===== src/rtl/regfile_pkg.sv =====
// Shared defaults and type aliases for the parametrised register file.
// reg_addr_t / reg_word_t match the classic 32x32 layout that the older
// VECTOR_ADDR / VECTOR_RANGE macros described.
package regfile_pkg;

    localparam int DEF_DATA_W   = 32;
    localparam int DEF_DEPTH    = 32;
    localparam int DEF_NUM_RD   = 2;
    localparam int DEF_MAX_PEND = 3;
    localparam int DEF_AW       = $clog2(DEF_DEPTH);

    typedef logic [DEF_AW-1:0]     reg_addr_t;
    typedef logic [DEF_DATA_W-1:0] reg_word_t;

endpackage


===== src/rtl/regfile_scoreboard.sv =====
// Pending-write scoreboard: one saturating counter per register.
// Counts writes issued from ID that have not yet reached writeback.
// Reports per-read-port RAW hazards and whether the issue target has room.
module regfile_scoreboard
    import regfile_pkg::*;
#(
    parameter int DEPTH    = DEF_DEPTH,
    parameter int NUM_RD   = DEF_NUM_RD,
    parameter int ZERO_REG = 1,
    parameter int MAX_PEND = DEF_MAX_PEND,
    parameter int AW       = $clog2(DEPTH)
) (
    input  logic                 clk_i,
    input  logic                 rst_ni,
    input  logic [NUM_RD*AW-1:0] rs_addr_i,
    output logic [NUM_RD-1:0]    rs_busy_o,
    input  logic                 regs_wr_en_i,
    input  logic [AW-1:0]        rd_addr_i,
    input  logic                 issue_vld_i,
    input  logic [AW-1:0]        issue_rd_addr_i,
    output logic                 issue_rdy_o
);

    localparam int             CW       = $clog2(MAX_PEND + 1);
    localparam logic [CW-1:0]  PEND_MAX = CW'(MAX_PEND);
    localparam logic [CW-1:0]  PEND_ONE = CW'(1);

    logic [CW-1:0] pend     [DEPTH];
    logic [CW-1:0] pend_nxt [DEPTH];
    logic          issue_ok;

    assign issue_rdy_o = (pend[issue_rd_addr_i] != PEND_MAX);
    assign issue_ok    = issue_vld_i && issue_rdy_o;

    // Next count per register: issue and writeback on the same register cancel.
    always_comb begin
        for (int r = 0; r < DEPTH; r++) begin
            logic inc, dec;
            inc = issue_ok && (issue_rd_addr_i == AW'(r)) && !(ZERO_REG != 0 && r == 0);
            dec = regs_wr_en_i && (rd_addr_i == AW'(r));
            pend_nxt[r] = pend[r];
            if (inc && !dec)
                pend_nxt[r] = pend[r] + PEND_ONE;
            else if (dec && !inc && pend[r] != '0)
                pend_nxt[r] = pend[r] - PEND_ONE;
        end
    end

    // Counter state, cleared asynchronously.
    always_ff @(posedge clk_i or negedge rst_ni) begin
        if (!rst_ni) begin
            for (int r = 0; r < DEPTH; r++) pend[r] <= '0;
        end else begin
            for (int r = 0; r < DEPTH; r++) pend[r] <= pend_nxt[r];
        end
    end

    // Busy unless x0, or the last pending write is being bypassed right now.
    for (genvar k = 0; k < NUM_RD; k++) begin : g_busy
        logic [AW-1:0] addr;
        logic [CW-1:0] cnt;
        assign addr = rs_addr_i[k*AW +: AW];
        assign cnt  = pend[addr];
        assign rs_busy_o[k] = (cnt != '0)
                           && !(ZERO_REG != 0 && addr == '0)
                           && !(cnt == PEND_ONE && regs_wr_en_i && rd_addr_i == addr);
    end

endmodule


===== src/rtl/regfile_mp.sv =====
// Multi-port integer register file with WB->ID bypass and a pending-write
// scoreboard. Storage and read muxes live here; hazard tracking is delegated.
module regfile_mp
    import regfile_pkg::*;
#(
    parameter int DATA_W   = DEF_DATA_W,
    parameter int DEPTH    = DEF_DEPTH,
    parameter int NUM_RD   = DEF_NUM_RD,
    parameter int ZERO_REG = 1,
    parameter int MAX_PEND = DEF_MAX_PEND,
    parameter int AW       = $clog2(DEPTH)
) (
    input  logic                     clk_i,
    input  logic                     rst_ni,
    input  logic [NUM_RD*AW-1:0]     rs_addr_i,
    output logic [NUM_RD*DATA_W-1:0] rs_data_o,
    output logic [NUM_RD-1:0]        rs_busy_o,
    input  logic                     regs_wr_en_i,
    input  logic [AW-1:0]            rd_addr_i,
    input  logic [DATA_W-1:0]        rd_data_i,
    input  logic                     issue_vld_i,
    input  logic [AW-1:0]            issue_rd_addr_i,
    output logic                     issue_rdy_o
);

    logic [DATA_W-1:0] mem [DEPTH];
    logic              wr_ok;

    assign wr_ok = regs_wr_en_i && !(ZERO_REG != 0 && rd_addr_i == '0);

    // Storage: async clear, writes to x0 dropped when it is hard-wired.
    always_ff @(posedge clk_i or negedge rst_ni) begin
        if (!rst_ni) begin
            for (int r = 0; r < DEPTH; r++) mem[r] <= '0;
        end else if (wr_ok) begin
            mem[rd_addr_i] <= rd_data_i;
        end
    end

    // Combinational read ports, each with its own writeback bypass.
    for (genvar k = 0; k < NUM_RD; k++) begin : g_rd
        logic [AW-1:0] addr;
        assign addr = rs_addr_i[k*AW +: AW];
        always_comb begin
            rs_data_o[k*DATA_W +: DATA_W] = mem[addr];
            if (ZERO_REG != 0 && addr == '0)
                rs_data_o[k*DATA_W +: DATA_W] = '0;
            else if (regs_wr_en_i && rd_addr_i == addr)
                rs_data_o[k*DATA_W +: DATA_W] = rd_data_i;
        end
    end

    regfile_scoreboard #(
        .DEPTH    (DEPTH),
        .NUM_RD   (NUM_RD),
        .ZERO_REG (ZERO_REG),
        .MAX_PEND (MAX_PEND),
        .AW       (AW)
    ) u_sb (
        .clk_i           (clk_i),
        .rst_ni          (rst_ni),
        .rs_addr_i       (rs_addr_i),
        .rs_busy_o       (rs_busy_o),
        .regs_wr_en_i    (regs_wr_en_i),
        .rd_addr_i       (rd_addr_i),
        .issue_vld_i     (issue_vld_i),
        .issue_rd_addr_i (issue_rd_addr_i),
        .issue_rdy_o     (issue_rdy_o)
    );

endmodule


===== config.mk =====
export PLATFORM = sky130hd
export DESIGN_NAME = regfile_mp
export DESIGN_NICKNAME = d
export VERILOG_FILES = /design/src/rtl/regfile_pkg.sv /design/src/rtl/regfile_scoreboard.sv /design/src/rtl/regfile_mp.sv
export SDC_FILE = /design/constraint.sdc
export NUM_CORES = 2
export LEC_CHECK = 0
export ABC_AREA = 1
export CORE_MARGIN = 2
export CORE_UTILIZATION = 35
export DETAILED_ROUTE_END_ITERATION = 10
export PLACE_DENSITY = 0.58
export SLEW_MARGIN = 20
export SYNTH_ARGS = -nofsm -noshare
export SYNTH_HDL_FRONTEND = slang
export SYNTH_SLANG_ARGS = --single-unit

===== constraint.sdc =====
create_clock -name clk_i -period 5.35 [get_ports clk_i]
set_input_delay 0.8025 -clock clk_i [delete_from_list [all_inputs] [get_ports clk_i]]
set_output_delay 0.8025 -clock clk_i [all_outputs]
set_load 0.02 [all_outputs]

# Yosys cells after proc, flatten, opt, wreduce, memory -nomap -nowiden
# Index checks and enable logic that the tools add are counted.
dict set report totals {
  reg_bits 1088
  inputBits 56
  out_inout_bits 67
  wordCells 592
}
dict set report classes {
  addsub 63
  order_cmp 5
  n_eq_ne 67
  n_mux 84
  n_bitwise 4
  n_reduce_logical 305
}
# operator n
set ops {}
lappend ops {{$bwmux W1024} 1}
lappend ops {{$bmux W32 S5} 2}
lappend ops {{$mux W32} 9}
lappend ops {{$logic_and A1 B1 Y1} 170}
lappend ops {{$demux W32 S5} 1}
lappend ops {{$eq A5 B5 Y1 const B} 32}
lappend ops {{$mux W2} 68}
lappend ops {{$reduce_bool A2 Y1} 65}
lappend ops {{$eq A5 B4 Y1 const B} 16}
lappend ops {{$logic_not A1 Y1} 67}
lappend ops {{$sub A2 B1 Y2 const B} 32}
lappend ops {{$add A2 B1 Y2 const B} 31}
lappend ops {{$eq A5 B3 Y1 const B} 8}
lappend ops {{$bmux W2 S5} 3}
lappend ops {{$ge A6 B6 Y1 const B} 4}
lappend ops {{$not A5 Y6} 4}
lappend ops {{$eq A5 B2 Y1 const B} 4}
lappend ops {{$logic_not A5 Y1} 3}
lappend ops {{$eq A5 B1 Y1 const B} 2}
lappend ops {{$eq A5 B5 Y1} 2}
lappend ops {{$lt A6 B1 Y1 const B} 1}
lappend ops {{$eq A2 B1 Y1 const B} 2}
lappend ops {{$ne A2 B2 Y1 const B} 1}

# Logic depth before layout (Yosys ltp)
dict set report depth {
  depth_word 12
  ltp_mapped 20
  depth_no_buf 17
}

# By module
# A second synthesis with hierarchy kept.
dict set report unflattened {
  cells_unflattened 9864
  area_unflattened_um2 65276.4
}
# mod instances cells_each area_per_inst_um2 seq_area_each_um2
set by_module_without_submodules {}
lappend by_module_without_submodules {regfile_mp 1 8770 59143.0 25624.6}
lappend by_module_without_submodules {regfile_scoreboard 1 1094 6133.4 1601.5}

# Worst setup path before layout
# OpenSTA, ideal clock, no wires.
dict set report synth_path {
  path_kind {input to output}
  startpoint {input rs_addr_i[0]}
  endpoint {output rs_data_o[21]}
  arrival_ns 2.428
  required_ns 4.548
  setup_slack_ns 2.120
  path_stages 11
  path_buffers 5
  path_cell_list {buf_2 > buf_4 > buf_4 > buf_2 > clkbuf_1 > o21ai_0 > o211ai_1 > a21oi_1 > nand3_1 > o21ai_0 > a21oi_1}
}
dict set report synth_via {
  elab_chain_cells 6
  word_cells_on_any_way 9
  cone_classes {eq/ne (1); mux (5); bitwise (1); reduce/logical (2)}
}
# item line
set synth_rtl {}
lappend synth_rtl {{from (decl)} regfile_mp.sv:15} ;# input logic [NUM_RD*AW-1:0] rs_addr_i,
lappend synth_rtl {{$not A5 Y6 (not written as such)} regfile_mp.sv:45} ;# rs_data_o[k*DATA_W +: DATA_W] = mem[addr];
lappend synth_rtl {{$bmux W32 S5} regfile_mp.sv:45}
lappend synth_rtl {{$mux W32 (not written as such) (2 in a row)} regfile_mp.sv:45}
lappend synth_rtl {{$mux W32} regfile_mp.sv:48} ;# else if (regs_wr_en_i && rd_addr_i == addr)
lappend synth_rtl {{$mux W32 *} regfile_mp.sv:46} ;# if (ZERO_REG != 0 && addr == '0)
lappend synth_rtl {{to (decl)} regfile_mp.sv:16} ;# output logic [NUM_RD*DATA_W-1:0] rs_data_o,
# Mark *: on every way between the ends. The rest lies on a longest branch, timed or not. The select of a mux whose other input is x is not followed.

# Worst setup path after layout
dict set report layout_path {
  startpoint {input rd_addr_i[4]}
  endpoint {output rs_data_o[5]}
}
dict set report layout_via {
  elab_chain_cells 4
}
# item line
set layout_rtl {}
lappend layout_rtl {{from (decl)} regfile_mp.sv:19} ;# input logic [AW-1:0] rd_addr_i,
lappend layout_rtl {{$eq A5 B5 Y1} regfile_mp.sv:48}
lappend layout_rtl {{$logic_and A1 B1 Y1} regfile_mp.sv:48}
lappend layout_rtl {{$mux W32} regfile_mp.sv:48}
lappend layout_rtl {{$mux W32} regfile_mp.sv:46}
# No other way between the ends.

==> out/metrics.csv <==
metric,value,unit
Finished Core Util,39.7,%
Resized Gates After CTS,0,
max-slew violations,0,
VDD IR max,0.000287,V
Final Critical Period,4.81,ns
"Warnings, synthesis",0,
row cnt,153,
Clock Latency Late Sink,0.78,ns
Routed Antenna Nets,0,
Tot Pwr,25.2,mW
most frequent cells in the layout,"o21ai_0, nand2_1, dfrtp_1, a21oi_1, inv_1",
fmax,208,MHz
Worst EP required,4.55,ns
HPWL Detailed,152,mm
post-synthesis to final-layout area growth,12.6,%
CP Capture Type,output port,
Clock Skew,0.0516,ns
final setup violation count,0,
initial core utilization,35.2,%
GRT Util Overall,28.8,%
RR Endpoint,u_sb.pend[12],
Post-Layout Cell Count,10600,
die height,422,um
cell total after placement,10300,
hold buffers post-CTS,0,
initial antenna violation count,8,
overall routed net length,264,mm
Reg2Reg Depth,15,
r2r setup slk,2.87,ns
syn avg cell area,7.20,um^2
"Largest delay share family, worst path",buffers and inverters,
final hold viol count,0,
Slew Limit Headroom,20.2,%
count of different cell masters after synthesis,37,
core area,174000,um^2
Final period util,90.0,%
Setup CP Type,input pin to output port,
vias per cell,5.90,
clock transition at the registers of the reported paths,0.06,ns
GRT overflow,0,
IO Pins,123,
Finished Cell Area,68900,um^2
CP Buf/Inv Count,3,
setup tns final,0,ns
most frequent CP cell,clkdlybuf4s50_1,
routed wire length per instance,25.0,um
Worst EP arrival,4.01,ns
"most common cell after layout, fill and taps aside",o21ai_0,
vias post-DR,62400,
syn nets,8555,
clock sinks,1088,
nets@finish,8198,
Max Cap Viol,0,
Synth Cell Area,61200,um^2
CP Max Fanout,23,
RSZ-0062 raised after global routing,no,
Least-Margin Pin Slew,1.20,ns
largest net degree at the start of global routing,152,
status,finished clean,
r2r startpoint,u_sb.pend[3],
cell leakage power,29.8,nW
Seq cells post-synth,1088,
Syn Inst Count,8498,
vias in the first global route,57200,
die area,178000,um^2
CTS tree,done,
H-tree levels,3,
CP max-delay cell,clkdlybuf4s50_1,
startpoint types,input pin,
post-synthesis sequential area ratio,44.5,%
clk buf depth,3,
"slowest stage delay, CP",0.72,ns
Clk Tree Root Cell,clkbuf_16,
Iter 0 DRT Violations,9048,
Buffers on Ports,122,
first-pass GRT wire length,388,mm
RePlAce Congestion,0.907,
CTS Buf Count,120,
P per Cell Area,365,nW/um^2
Post-DP Area,64700,um^2
drt first pass iters,8,
critical path cell sequence,clkdlybuf4s50_1 > inv_1 > o22ai_1 > a221oi_1 > nand3_4 > a21oi_1 > clkdlybuf4s50_1,
worst hold path class,input pin to async pin,
DRC viols,0,
ratio of cells with drive above 1 in the final layout,6.44,%
die width,422,um
postcts setup bufs,0,
## registers in the layout, summed over array words and instances (netlist names)
| name | count |
|---|---|
| mem | 1024 |
| u_sb.pend | 64 |
## cells in the mapped netlist (all sizes together)
cell / count / area share (%)
o31ai: 3 / 0.037
a311oi: 1 / 0.014
nor2: 279 / 1.7
a21oi: 870 / 7.1
dfrtp: 1088 / 44
nor3: 36 / 0.29
nand3: 563 / 4.7
o2111ai: 3 / 0.043
o21bai: 1 / 0.012
buf: 229 / 1.7
clkbuf: 597 / 3.7
xor2: 1 / 0.014
a32o: 1 / 0.016
a22o: 1 / 0.014
nand2: 1611 / 9.9
mux2i: 1 / 0.016
nand4: 33 / 0.34
clkinv: 12 / 0.074
o221ai: 65 / 0.93
o211ai: 174 / 2.1
a221oi: 3 / 0.043
a211oi: 1 / 0.012
o22ai: 21 / 0.21
o21ai: 2262 / 19
ha: 1 / 0.020
inv: 641 / 3.9
## worst max path at each step
stage | startpoint | endpoint | cells after the start
global placement | rs_addr_i[0] | rs_data_o[3] | 10
detailed placement | rd_addr_i[3] | rs_data_o[41] | 8
floorplan | rs_addr_i[0] | rs_data_o[21] | 11
finish | rd_addr_i[4] | rs_data_o[5] | 7
CTS | rd_addr_i[3] | rs_data_o[41] | 8
global route | rd_addr_i[4] | rs_data_o[15] | 9
## final cells by class
class	instances	area, um^2
diodes	8	20.0
clock buffers	171	3510
clock inverters	55	657
fillers	18000	105000
inverters	653	2500
multi-input cells	5931	28400
flip-flops and latches	1088	27200
well taps	2325	2910
repair buffers	347	3680
## routing by layer
layer / global-route usage, % / share of wire, % / vias up
li1: - / - / 28000
met1: 40.3 / 42 / 29900
met2: 42.5 / 43 / 3798
met3: 6.04 / 11 / 644
met4: 13.1 / 5.1 / 2
met5: 0 / 0.0049 / -
## where the power goes
part,switching (mW),internal [mW]
sequential,0.970,9.93
combinational,3.59,1.82
clock,3.74,5.13
## stage by stage
step | hold slack, ns | setup WS (ns)
4_1_cts | 0.0555 | 0.662
2_1_floorplan | 0.440 | 2.12
5_1_grt | 0.0903 | 0.472
3_5_place_dp | 0.379 | 0.653
3_3_place_gp | 0.376 | 0.664
6_report | 0.0814 | 0.537
## cell families (layout without fill, tap and decap cells)
family,after synthesis,after routing,synth area share [%]
xor+xnor,1,1,0.0143
mux,1,1,0.0164
flops,1088,1088,44.5
compound gates,3406,3406,29.1
simple gates,2522,2522,17.0
fa+ha+maj,1,1,0.0204
other cells,0,8,0
buf+inv,1479,1226,9.37
Note: power is estimated with default switching activity, not from simulation.
